File: src/rtl/pwm_pkg.sv
// Shared definitions for the PWM input-side blocks.
//   pwm_state_e   : capture FSM state encoding (2 bits)
//   PWM_WIDTH_DEF : default counter/result width
package pwm_pkg;

  localparam int PWM_WIDTH_DEF = 8;

  typedef enum logic [1:0] {
    ST_IDLE  = 2'd0,
    ST_ARMED = 2'd1,
    ST_HIGH  = 2'd2,
    ST_LOW   = 2'd3
  } pwm_state_e;

endpackage

File: src/rtl/pwm_sync_edge.sv
// Two-flop synchronizer followed by one extra register, used to bring an
// asynchronous level into the clock domain and detect its edges.
// Ports:
//   clk_i   : clock, all flops rise on posedge
//   rst_i   : synchronous active-high reset, clears all three flops
//   d_i     : asynchronous input level
//   level_o : synchronized level (second sync flop)
//   rise_o  : one-cycle pulse on a synchronized 0->1 transition
//   fall_o  : one-cycle pulse on a synchronized 1->0 transition
module pwm_sync_edge (
  input  logic clk_i,
  input  logic rst_i,
  input  logic d_i,
  output logic level_o,
  output logic rise_o,
  output logic fall_o
);

  logic s1_q, s2_q, s3_q;

  always_ff @(posedge clk_i) begin
    if (rst_i) begin
      s1_q <= 1'b0;
      s2_q <= 1'b0;
      s3_q <= 1'b0;
    end else begin
      s1_q <= d_i;
      s2_q <= s1_q;
      s3_q <= s2_q;
    end
  end

  assign level_o = s2_q;
  assign rise_o  = s2_q & ~s3_q;
  assign fall_o  = ~s2_q & s3_q;

endmodule

File: src/rtl/pwm_capture_unit.sv
// Measures high time and period of an incoming PWM waveform in clock cycles
// and reports them as value = high cycles, range = period - 1.
// Ports:
//   pwm_clk        : clock
//   pwm_reset      : synchronous active-high reset
//   pwm_en         : capture enable; low returns the FSM to IDLE
//   pwm_in         : PWM input, may be asynchronous
//   cap_value      : last measured high time
//   cap_range      : last measured period - 1
//   cap_valid      : one-cycle pulse when cap_value/cap_range update
//   cap_stuck_high : sticky, input stayed high for 2**PWM_WIDTH cycles
//   cap_stuck_low  : sticky, input stayed low for 2**PWM_WIDTH cycles
module pwm_capture_unit
  import pwm_pkg::*;
#(
  parameter int PWM_WIDTH = PWM_WIDTH_DEF
) (
  input  logic                 pwm_clk,
  input  logic                 pwm_reset,
  input  logic                 pwm_en,
  input  logic                 pwm_in,
  output logic [PWM_WIDTH-1:0] cap_value,
  output logic [PWM_WIDTH-1:0] cap_range,
  output logic                 cap_valid,
  output logic                 cap_stuck_high,
  output logic                 cap_stuck_low
);

  localparam logic [PWM_WIDTH:0]   CNT_MAX = {1'b1, {PWM_WIDTH{1'b0}}};
  localparam logic [PWM_WIDTH:0]   CNT_ONE = {{PWM_WIDTH{1'b0}}, 1'b1};
  localparam logic [PWM_WIDTH-1:0] ONE_W   = {{(PWM_WIDTH-1){1'b0}}, 1'b1};

  // Counter saturates at 2**PWM_WIDTH so a dead input cannot wrap it.
  function automatic logic [PWM_WIDTH:0] sat_inc(input logic [PWM_WIDTH:0] c);
    return (c == CNT_MAX) ? CNT_MAX : c + CNT_ONE;
  endfunction

  logic lvl, rise, fall;

  pwm_sync_edge u_sync (
    .clk_i   (pwm_clk),
    .rst_i   (pwm_reset),
    .d_i     (pwm_in),
    .level_o (lvl),
    .rise_o  (rise),
    .fall_o  (fall)
  );

  pwm_state_e           state_q;
  logic [PWM_WIDTH:0]   cnt_q, cnt_d;
  logic [PWM_WIDTH-1:0] hi_len_q;
  logic [PWM_WIDTH-1:0] value_q, range_q, range_d;
  logic                 valid_q, stuck_hi_q, stuck_lo_q;
  logic                 cnt_at_max;

  // cnt restarts at 1 on every rise, so at the next rise it equals the period.
  // A full period of 2**W leaves the low bits at 0; 0 - 1 wraps to the
  // correct range value of 2**W - 1.
  always_comb begin
    cnt_d      = rise ? CNT_ONE : sat_inc(cnt_q);
    range_d    = cnt_q[PWM_WIDTH-1:0] - ONE_W;
    cnt_at_max = (cnt_q == CNT_MAX);
  end

  always_ff @(posedge pwm_clk) begin
    if (pwm_reset) begin
      state_q    <= ST_IDLE;
      cnt_q      <= '0;
      value_q    <= '0;
      range_q    <= '0;
      valid_q    <= 1'b0;
      stuck_hi_q <= 1'b0;
      stuck_lo_q <= 1'b0;
    end else begin
      valid_q <= 1'b0;
      if (!pwm_en) begin
        state_q <= ST_IDLE;
        cnt_q   <= '0;
      end else begin
        cnt_q <= cnt_d;
        case (state_q)
          // Wait for a low level so the first rise seen is a genuine one.
          ST_IDLE: begin
            if (!lvl) begin
              state_q <= ST_ARMED;
            end else if (cnt_at_max) begin
              stuck_hi_q <= 1'b1;
              stuck_lo_q <= 1'b0;
            end
          end
          // First rise only starts timing; its partial pulse is discarded.
          ST_ARMED: begin
            if (rise) begin
              state_q <= ST_HIGH;
            end else if (cnt_at_max) begin
              stuck_lo_q <= 1'b1;
              stuck_hi_q <= 1'b0;
            end
          end
          ST_HIGH: begin
            if (fall) begin
              state_q  <= ST_LOW;
              hi_len_q <= cnt_q[PWM_WIDTH-1:0];
            end else if (cnt_at_max) begin
              stuck_hi_q <= 1'b1;
              stuck_lo_q <= 1'b0;
              state_q    <= ST_IDLE;
            end
          end
          // Rise closes the period; it wins over a coincident cnt == max.
          ST_LOW: begin
            if (rise) begin
              value_q    <= hi_len_q;
              range_q    <= range_d;
              valid_q    <= 1'b1;
              stuck_hi_q <= 1'b0;
              stuck_lo_q <= 1'b0;
              state_q    <= ST_HIGH;
            end else if (cnt_at_max) begin
              stuck_lo_q <= 1'b1;
              stuck_hi_q <= 1'b0;
              state_q    <= ST_ARMED;
            end
          end
          default: state_q <= ST_IDLE;
        endcase
      end
    end
  end

  assign cap_value      = value_q;
  assign cap_range      = range_q;
  assign cap_valid      = valid_q;
  assign cap_stuck_high = stuck_hi_q;
  assign cap_stuck_low  = stuck_lo_q;

endmodule

File: config.mk
export PLATFORM = sky130hd
export DESIGN_NAME = pwm_capture_unit
export DESIGN_NICKNAME = d
export VERILOG_FILES = /design/src/rtl/pwm_pkg.sv /design/src/rtl/pwm_sync_edge.sv /design/src/rtl/pwm_capture_unit.sv
export SDC_FILE = /design/constraint.sdc
export NUM_CORES = 1
export LEC_CHECK = 0
export BUFFER_PORTS_ARGS = -buffer_cell sky130_fd_sc_hd__buf_2
export CORE_AREA = 3 3 62 79
export CTS_CLUSTER_DIAMETER = 60
export CTS_CLUSTER_SIZE = 16
export DETAILED_ROUTE_END_ITERATION = 16
export DIE_AREA = 0 0 65 82
export GPL_TIMING_DRIVEN = 0
export PLACE_DENSITY = 0.62
export SETUP_SLACK_MARGIN = 0.5
export SYNTH_ARGS = -nofsm -noshare
export SYNTH_HDL_FRONTEND = slang
export SYNTH_SLANG_ARGS = --single-unit
File: constraint.sdc
create_clock -name pwm_clk -period 5.6 [get_ports pwm_clk]
set_input_delay 0.84 -clock pwm_clk [delete_from_list [all_inputs] [get_ports pwm_clk]]
set_output_delay 0.84 -clock pwm_clk [all_outputs]
set_load 0.01 [all_outputs]
### Word-level counts from Yosys, hierarchy flattened

Index checks and enable logic that the tools add are counted.

* bits in registers: 41
* input bits: 4
* output and inout bits: 19
* word-level logic and storage cells: 66

* add/sub/neg operators: 2
* eq/ne operators: 11
* mux-type cells: 24
* bitwise logic cells: 7
* reduce and logical (&&, ||, !) cells: 9

Operators with widths (number)
* 1-bit two-way mux: 14
* 2-bit two-way mux: 6
* 4-bit AND reduction: 3
* 9-bit by 1-bit adder with 9-bit output, second input constant: 1
* 9-bit == test, second input constant: 1
* 9-bit two-way mux: 1
* 2-bit inequality test, second input constant: 4
* 1-bit case mux with 4 select lines: 2
* 2-bit case mux with 4 select lines: 1
* 8-bit by 1-bit subtractor with 8-bit output, second input constant: 1
* 3-bit inequality test, second input constant: 2
* 3-bit OR reduction: 2
* 1-bit NOT: 5
* 2-bit == test, second input constant: 2
* 4-bit OR reduction: 1
* 3-bit AND reduction: 1
* 1-bit AND: 2
* 2-bit by 1-bit == test with 1-bit output, second input constant: 1
* 2-bit zero test: 1
* 2-bit by 1-bit inequality test with 1-bit output, second input constant: 1
* 2-bit OR reduction: 1

### Logic depth before layout (Yosys ltp)

Gate-level depths: netlist of the first run.

* depth after elaboration: 4
* gate-level depth with buffers: 5
* gate-level depth less buffers: 5

### Hierarchy

From an unflattened synthesis of the first run, not the netlist that was laid out.

* cells, all modules: 169
* area total of the unflattened synthesis: 1632.8 um2

By module, submodules not included
* pwm_capture_unit: times used 1, cells an instance 161, area an instance 1541.5 um2, sequential area each 840.8 um2
* pwm_sync_edge: times used 1, cells an instance 8, area an instance 91.3 um2, sequential area each 60.1 um2

### Least setup slack after synthesis of the first run

Ideal clock, no wire load.

* path type: input -> register
* from: input pwm_en
* to: register range_q[1], in the netlist cap_range[1]
* library setup time: 86 ps
* data arrival time: 1799 ps
* required time: 5514 ps
* path slack: 3715 ps
* stages: 5
* buffers on the path: 2
* cell sequence: and4b_1 clkbuf_1 clkbuf_1 a21oi_1 a211oi_1

* cells in the longest elaborated chain, start to end: 1

Ends and longest elaborated chain
* start: declaration: line pwm_capture_unit.sv:20 `input logic pwm_en,`
* 3-bit AND reduction (no line)
* end signal: assignment: line pwm_capture_unit.sv:114 `range_q <= range_d;`
* end: declaration: line pwm_capture_unit.sv:52 `logic [PWM_WIDTH-1:0] value_q, range_q, range_d;`

Every way passes these cells.
A chain may end at the register's enable or synchronous reset.

### Worst setup path in the final report of the first run

* from: register cnt_q[0]
* to: register cnt_q[4]

* cells in the longest elaborated chain, start to end: 2
* elaborated cells on any way between the ends: 3
* classes of those cells: add/sub (1); eq/ne (1); reduce/logical (1)

Ends and longest elaborated chain
* start: declaration: line pwm_capture_unit.sv:50 `logic [PWM_WIDTH:0] cnt_q, cnt_d;`
* start signal: assignment: line pwm_capture_unit.sv:80 `cnt_q <= cnt_d;`
* parallel branches: the longest is 2 deep, another holds 9-bit by 1-bit adder with 9-bit output

Several ways; the timed one is not identified.

==> results.toml, run 1 <==
[setup_path]
path_cells = "inv_1, ha_1, or4bb_1, o211ai_1, nor2_1"
reg2reg_slack_ns = 3.57
r2r-start = "cnt_q[0]"
reg2reg_depth = 5
worst-path-max-fanout = 7
crit_slowest_cell = "or4bb_1"
crit_path_max_incr_delay_ns = 0.58
path_class = "register to register"
rr_endpoint = "cnt_q[4]"
cp.required_ns = 5.76
cp-start-kind = "register"
end_kind = "register"
cp.arrival_ns = 2.19

[flow_run]
maxCapViolCount = 0

[final_layout]
final_nets = 207
syn2layout_area_growth_pct = 17.54
fin_area_um2 = 1962
instances_no_fill = 259
fin_util = 0.4573
layout-drive-gt1-share = 0.1692
num_antenna_cells = 0

[synth]
synth_top_family_by_area = "compound AO/OA/AOI/OAI gates"
yosys.area_share.simple = 0.1837
synth.area.mux_share = 0
synth_edf_count = 8
netlist_instances = 171
synth_xor_area_frac = 0.02099
yosysSeqAreaShare = 0.5397
synth_seq_cells = 41
synth_fp_nets = 178
avgSynthCellArea_um2 = 9.761
synth.area.top_cells = "dfxtp_1, edfxtp_1, a21oi_1, o21ai_0, nand3_1"
yosysWarnings = 0
synth_top_area_frac = 0.3958
synthAdderAreaFrac = 0.02249
yosys.area.top_type = "dfxtp_1"
synth_compound_area_frac = 0.1942
synth_cell_type_count = 34
synthFlopType = "dfxtp_1"
synthesis.area_um2 = 1669
synthArstFlopShare = 0

[grt]
grt_max_degree = 14
gr-max-usage-layer = "met2"
grt_pass1_vias = 1255
use_met3 = 0.03694
grt_usage = 0.1361
gr-usage-met2 = 0.2467
met1_usage = 0.1537
grt_overflow = 0
grt_pass1_wl_um = 5637
antenna_found_initial = 0

[timing]
tightestPinTransition_ns = 0.6323
timing.final.crit_period_ns = 2.029
hold_ws_ns = 0.4385
slew_headroom = 0.5769
fin_crit_sh = 0.3623
setup_tns_ns = 0
rsz0062_at_grt = "no"
hold_viol = 0
setup_viol = 0
slew_violations = 0
finClkSkew_ns = 0.003177
clock.fmax_mhz = 492.9

[worst_hold_path]
worstHoldEndpoint = "u_sync.level_o"
hold_start = "u_sync.s1_q"
min_path_cells = 1
hold_class = "register to register"

[placement]
place_hpwl_um = 2471
place_congestion = 0.7282
dp.cells = 251
place_area_um2 = 1852
port_buffers = 22

[drt]
ant_nets = 0
vias = 1334
drtIter0Drc = 63
drt-vias-per-instance = 5.151
wl_um = 3245
drc = 0
first_pass_iters = 4
wl_per_cell_um = 12.53

[clock_tree]
post_cts_buffers = 0
cts_tree = "done"
cts_max_path_buffers = 2
path_clk_slew_ns = 0.08
clk_latency_ns = 0.29
cts-root-buf = "clkbuf_8"
numCtsBuffers = 5
cts_sinks = 41
cts_resized = 0
hold_buffers = 0
htree_levels = 2

[floorplanning]
chipWidth_um = 65
core-area_um2 = 4290
die_h_um = 82
start_util = 0.3890
dieArea_um2 = 5330
rows = 27
ioPinCount = 23

[power_and_ir_drop]
switching_share = 0.2017
pwr-share-seq = 0.553
pwr-share-comb = 0.032
p_leak_nw = 0.7334
power_density_nw_per_um2 = 280.5
clockPowerShare = 0.415
irDropWorstVdd_uv = 92.02
power.internal_mw = 0.4393
p_sw_mw = 0.1110

[run_status]
outcome = "complete, no violations"
## registers in the layout, summed over array words and instances (netlist names), 2 cells and up
name and flops:
cap_range 8, cap_value 8, cnt_q 9, hi_len_q 8
state_q 2
## per-stage QoR
stage               setup WS [ns]  total power, mW
global route                3.400           0.5705
detailed placement          3.369           0.3287
floorplan                   3.715           0.3228
CTS                         3.576           0.5569
finish                      3.571           0.5503
global placement            3.350           0.3288
## cells in the final DEF, fill, tap and decap left out, drive strengths merged
cell      instances
and3              1
nand3            11
edfxtp            8
o31ai             4
o211ai            1
o21ai            14
or4               3
a32o              1
bufinv            1
inv               6
a211oi            3
dfxtp            33
or4bb             1
or3               7
o32ai             1
a21oi            21
nor4              1
xnor2             1
ha                3
nor3b             1
xor2              3
a21boi            2
nor2              8
or2               1
nand4b            1
nand2b            5
and4b             1
a311oi            5
buf              23
clkinvlp          1
clkbuf           13
nand2             9
clkinv            1
nor2b             5
a2111o            1
## cells in the mapped netlist (2+ instances only)
master / number
edfxtp_1: 8
ha_1: 3
inv_1: 6
o31ai_1: 4
o21ai_0: 14
or4_1: 3
nand3_1: 11
dfxtp_1: 33
a211oi_1: 3
nand2b_1: 5
nor2b_1: 5
clkbuf_1: 7
nand2_1: 9
xor2_1: 3
a21boi_0: 2
nor2_1: 8
or3_1: 5
or3_2: 2
a21oi_1: 21
a311oi_1: 5
## worst max-delay path by stage
stage,from,to,slack [ns]
after floorplan,pwm_en,cap_range[1],3.72
after global placement,pwm_en,cap_range[1],3.35
after detailed placement,pwm_en,cap_range[1],3.37
after CTS,cnt_q[0],cnt_q[4],3.58
after global routing,cnt_q[0],cnt_q[4],3.40
final,cnt_q[0],cnt_q[4],3.57
## layer usage
metal / wire (µm) / vias to the layer above
li1: - / 681
met1: 1413 / 635
met2: 1701 / 14
met3: 92 / 4
met4: 38 / 0
met5: 0 / -
## power by group through the flow
| stage | sequential [mW] | clock [mW] | combinational (mW) |
|---|---|---|---|
| after detailed placement | 0.311 | 0 | 0.0176 |
| after global placement | 0.311 | 0 | 0.0175 |
| final | 0.304 | 0.228 | 0.0175 |
| after floorplan | 0.310 | 0 | 0.0126 |
| after global routing | 0.305 | 0.245 | 0.0204 |
| after CTS | 0.304 | 0.235 | 0.0176 |
## cells by family after synthesis
| group | Yosys count |
|---|---|
| adder cells (fa/ha/maj) | 3 |
| AND/OR/NAND/NOR | 55 |
| flip-flops | 41 |
| AO/OA/AOI/OAI | 53 |
| XOR/XNOR | 4 |
| buffers and inverters | 15 |
## final cells by class
type / count / area, µm²
inverters: 6 / 22.52
well taps: 58 / 72.57
repair buffers: 22 / 110.1
fillers: 430 / 2328
clock inverters: 3 / 41.29
flip-flops and latches: 41 / 900.9
clock buffers: 5 / 68.82
plain buffers: 9 / 42.54
multi-input cells: 115 / 703.2
## worst max-delay path: cells and delay by family (launching register included)
| kind | cells | cell delay (ns) |
|---|---|---|
| AOI/OAI and AO/OA | 1 | 0.54 |
| adders and majority gates | 1 | 0.14 |
| buffers and inverters | 1 | 0.13 |
| DFF | 1 | 0.39 |
| and+or+nand+nor | 2 | 0.68 |
Power figures use the tool's default switching activity.
==> run 2: changes to the inputs <==
- clock period: 5.6 -> 2 ns (I/O delays scaled with it)
==> run 2 against run 1 <==
Net effect: core utilization is 9.7 points higher; first-iteration DRC count is 1.6% lower; power grew to 2.7 times the previous value; count of clock-buffer cells in the layout is 2 higher; clock power is 130% higher; maximum frequency is 10% higher; global-route usage is 3.3 points higher; largest power group unchanged.
==> results.toml, run 2 (synthesized netlist as in run 1, its figures left out) <==
[final_layout]
regMostFlops = "cnt_q"
final_nets = 231
ff_latch_area_um2 = 922.1
layout-drive-gt1-share = 0.4089
final_cell_mix = "dfxtp_1, buf_2, a21oi_1"
layout_commonest_cell = "dfxtp_1"
largest_reg_flops = 9
multi_input_area_um2 = 864.6
syn2layout_area_growth_pct = 42.43
fillers = 396
fin_area_um2 = 2377
num_antenna_cells = 0

[drt]
ant_nets = 0
first_pass_iters = 4
drc = 0
wl_um = 4602
drt-vias-per-instance = 5.314
vias = 1504
wl_per_cell_um = 16.26
drtIter0Drc = 62

[flow_run]
maxCapViolCount = 0

[grt]
grt_usage = 0.1693
grt_pass1_vias = 1433
grt_overflow = 0
grt_pass1_wl_um = 6789
antenna_found_initial = 0
grt_max_degree = 13

[clock_tree]
path_clk_slew_ns = 0.08
cts_sinks = 41
cts-root-buf = "clkbuf_8"
htree_levels = 2
numCtsBuffers = 5
cts_max_path_buffers = 2
cts_tree = "done"
clk_latency_ns = 0.30

[power_and_ir_drop]
irDropWorstVdd_uv = 318.9
p_leak_nw = 0.8863
power_density_nw_per_um2 = 619.3

[setup_path]
worst-path-max-fanout = 2
cp-start-kind = "register"
reg2reg_slack_ns = 0.16
end_kind = "register"
cp.arrival_ns = 2.02
path_class = "register to register"
cp.required_ns = 2.18

[floorplanning]
rows = 27
core-area_um2 = 4290
ioPinCount = 23
chipWidth_um = 65
start_util = 0.3890
dieArea_um2 = 5330
die_h_um = 82

[placement]
port_buffers = 22
place_hpwl_um = 2476
place_congestion = 0.7557
place_area_um2 = 1871

[timing]
tightestPinTransition_ns = 0.5853
rsz0062_at_grt = "yes"
clock.fmax_mhz = 543.4
setup_viol = 0
timing.final.crit_period_ns = 1.840
slew_headroom = 0.6098
hold_viol = 0
fin_crit_sh = 0.9201
finClkSkew_ns = 0.01307
setup_tns_ns = 0
slew_violations = 0
hold_ws_ns = 0.2190

[run_status]
outcome = "complete, no violations"

[worst_hold_path]
hold_class = "input pin to register"
==> run 2: cell count changes in the layout (fill, tap and decap cells not counted), sizes merged <==
cell      before  now
bufinv         1    0
clkbuf        13   12
clkinvlp       1    0
buf           23   50
==> run 2: metal layers <==
metal / GRT usage / routed length, µm / part of all wire / vias up
met2: 0.3030 / 2593 / 0.56 / 46
li1: - / - / - / 727
met4: 0.09725 / 55 / 0.012 / 0
met1: 0.1782 / 1772 / 0.39 / 727
met5: 0 / 0 / 0 / -
met3: 0.04514 / 180 / 0.039 / 4
==> run 2: worst max-delay path, stage by stage, from the launching register on <==
cell and delay [ns]:
dfxtp_4 0.37, inv_4 0.06, ha_4 0.11, or4bb_4 0.46, buf_4 0.16, a2111o_1 0.32
a32o_1 0.23
==> run 2: stage by stage <==
step / util / total power [mW] / instances / setup slack (ns)
floorplan: - / 0.9048 / 171 / 0.3124
global placement: 0.4360 / 0.9225 / 251 / 0.1427
detailed placement: 0.4360 / 0.9227 / 251 / 0.1191
CTS: 0.5194 / 1.457 / 276 / 0.2245
global route: 0.5541 / 1.518 / 283 / 0.1160
finish: 0.5541 / 1.472 / 283 / 0.1599
==> run 2: report_power, final <==
group	internal, mW	switching (mW)
clock	0.243	0.281
combinational	0.0492	0.0511
sequential	0.841	0.00712
==> run 2: what timing repair did <==
item	CTS	global route
endpoints found under the setup margin	34	34
buffers inserted	17	7
pin swaps	14	16
hold buffers	0	0
gates resized for setup	37	27
==> run 2: final cells by class <==
class	count	area share
Buffer	9	0.03105
Clock buffer	7	0.03211
Clock inverter	1	0.001579
Inverter	6	0.01158
Multi-Input combinational cell	115	0.3637
Sequential cell	41	0.3879
Tap cell	58	0.03053
Timing Repair Buffer	46	0.1416
==> run 2: worst paths after layout <==
kind,start,endpoint,cells after the start
setup reg to reg,cnt_q[0],cap_stuck_low,6
hold reg to reg,cnt_q[3],hi_len_q[3],0
hold / removal,pwm_in,u_sync.s1_q,2
setup / recovery,cnt_q[0],cap_stuck_low,6
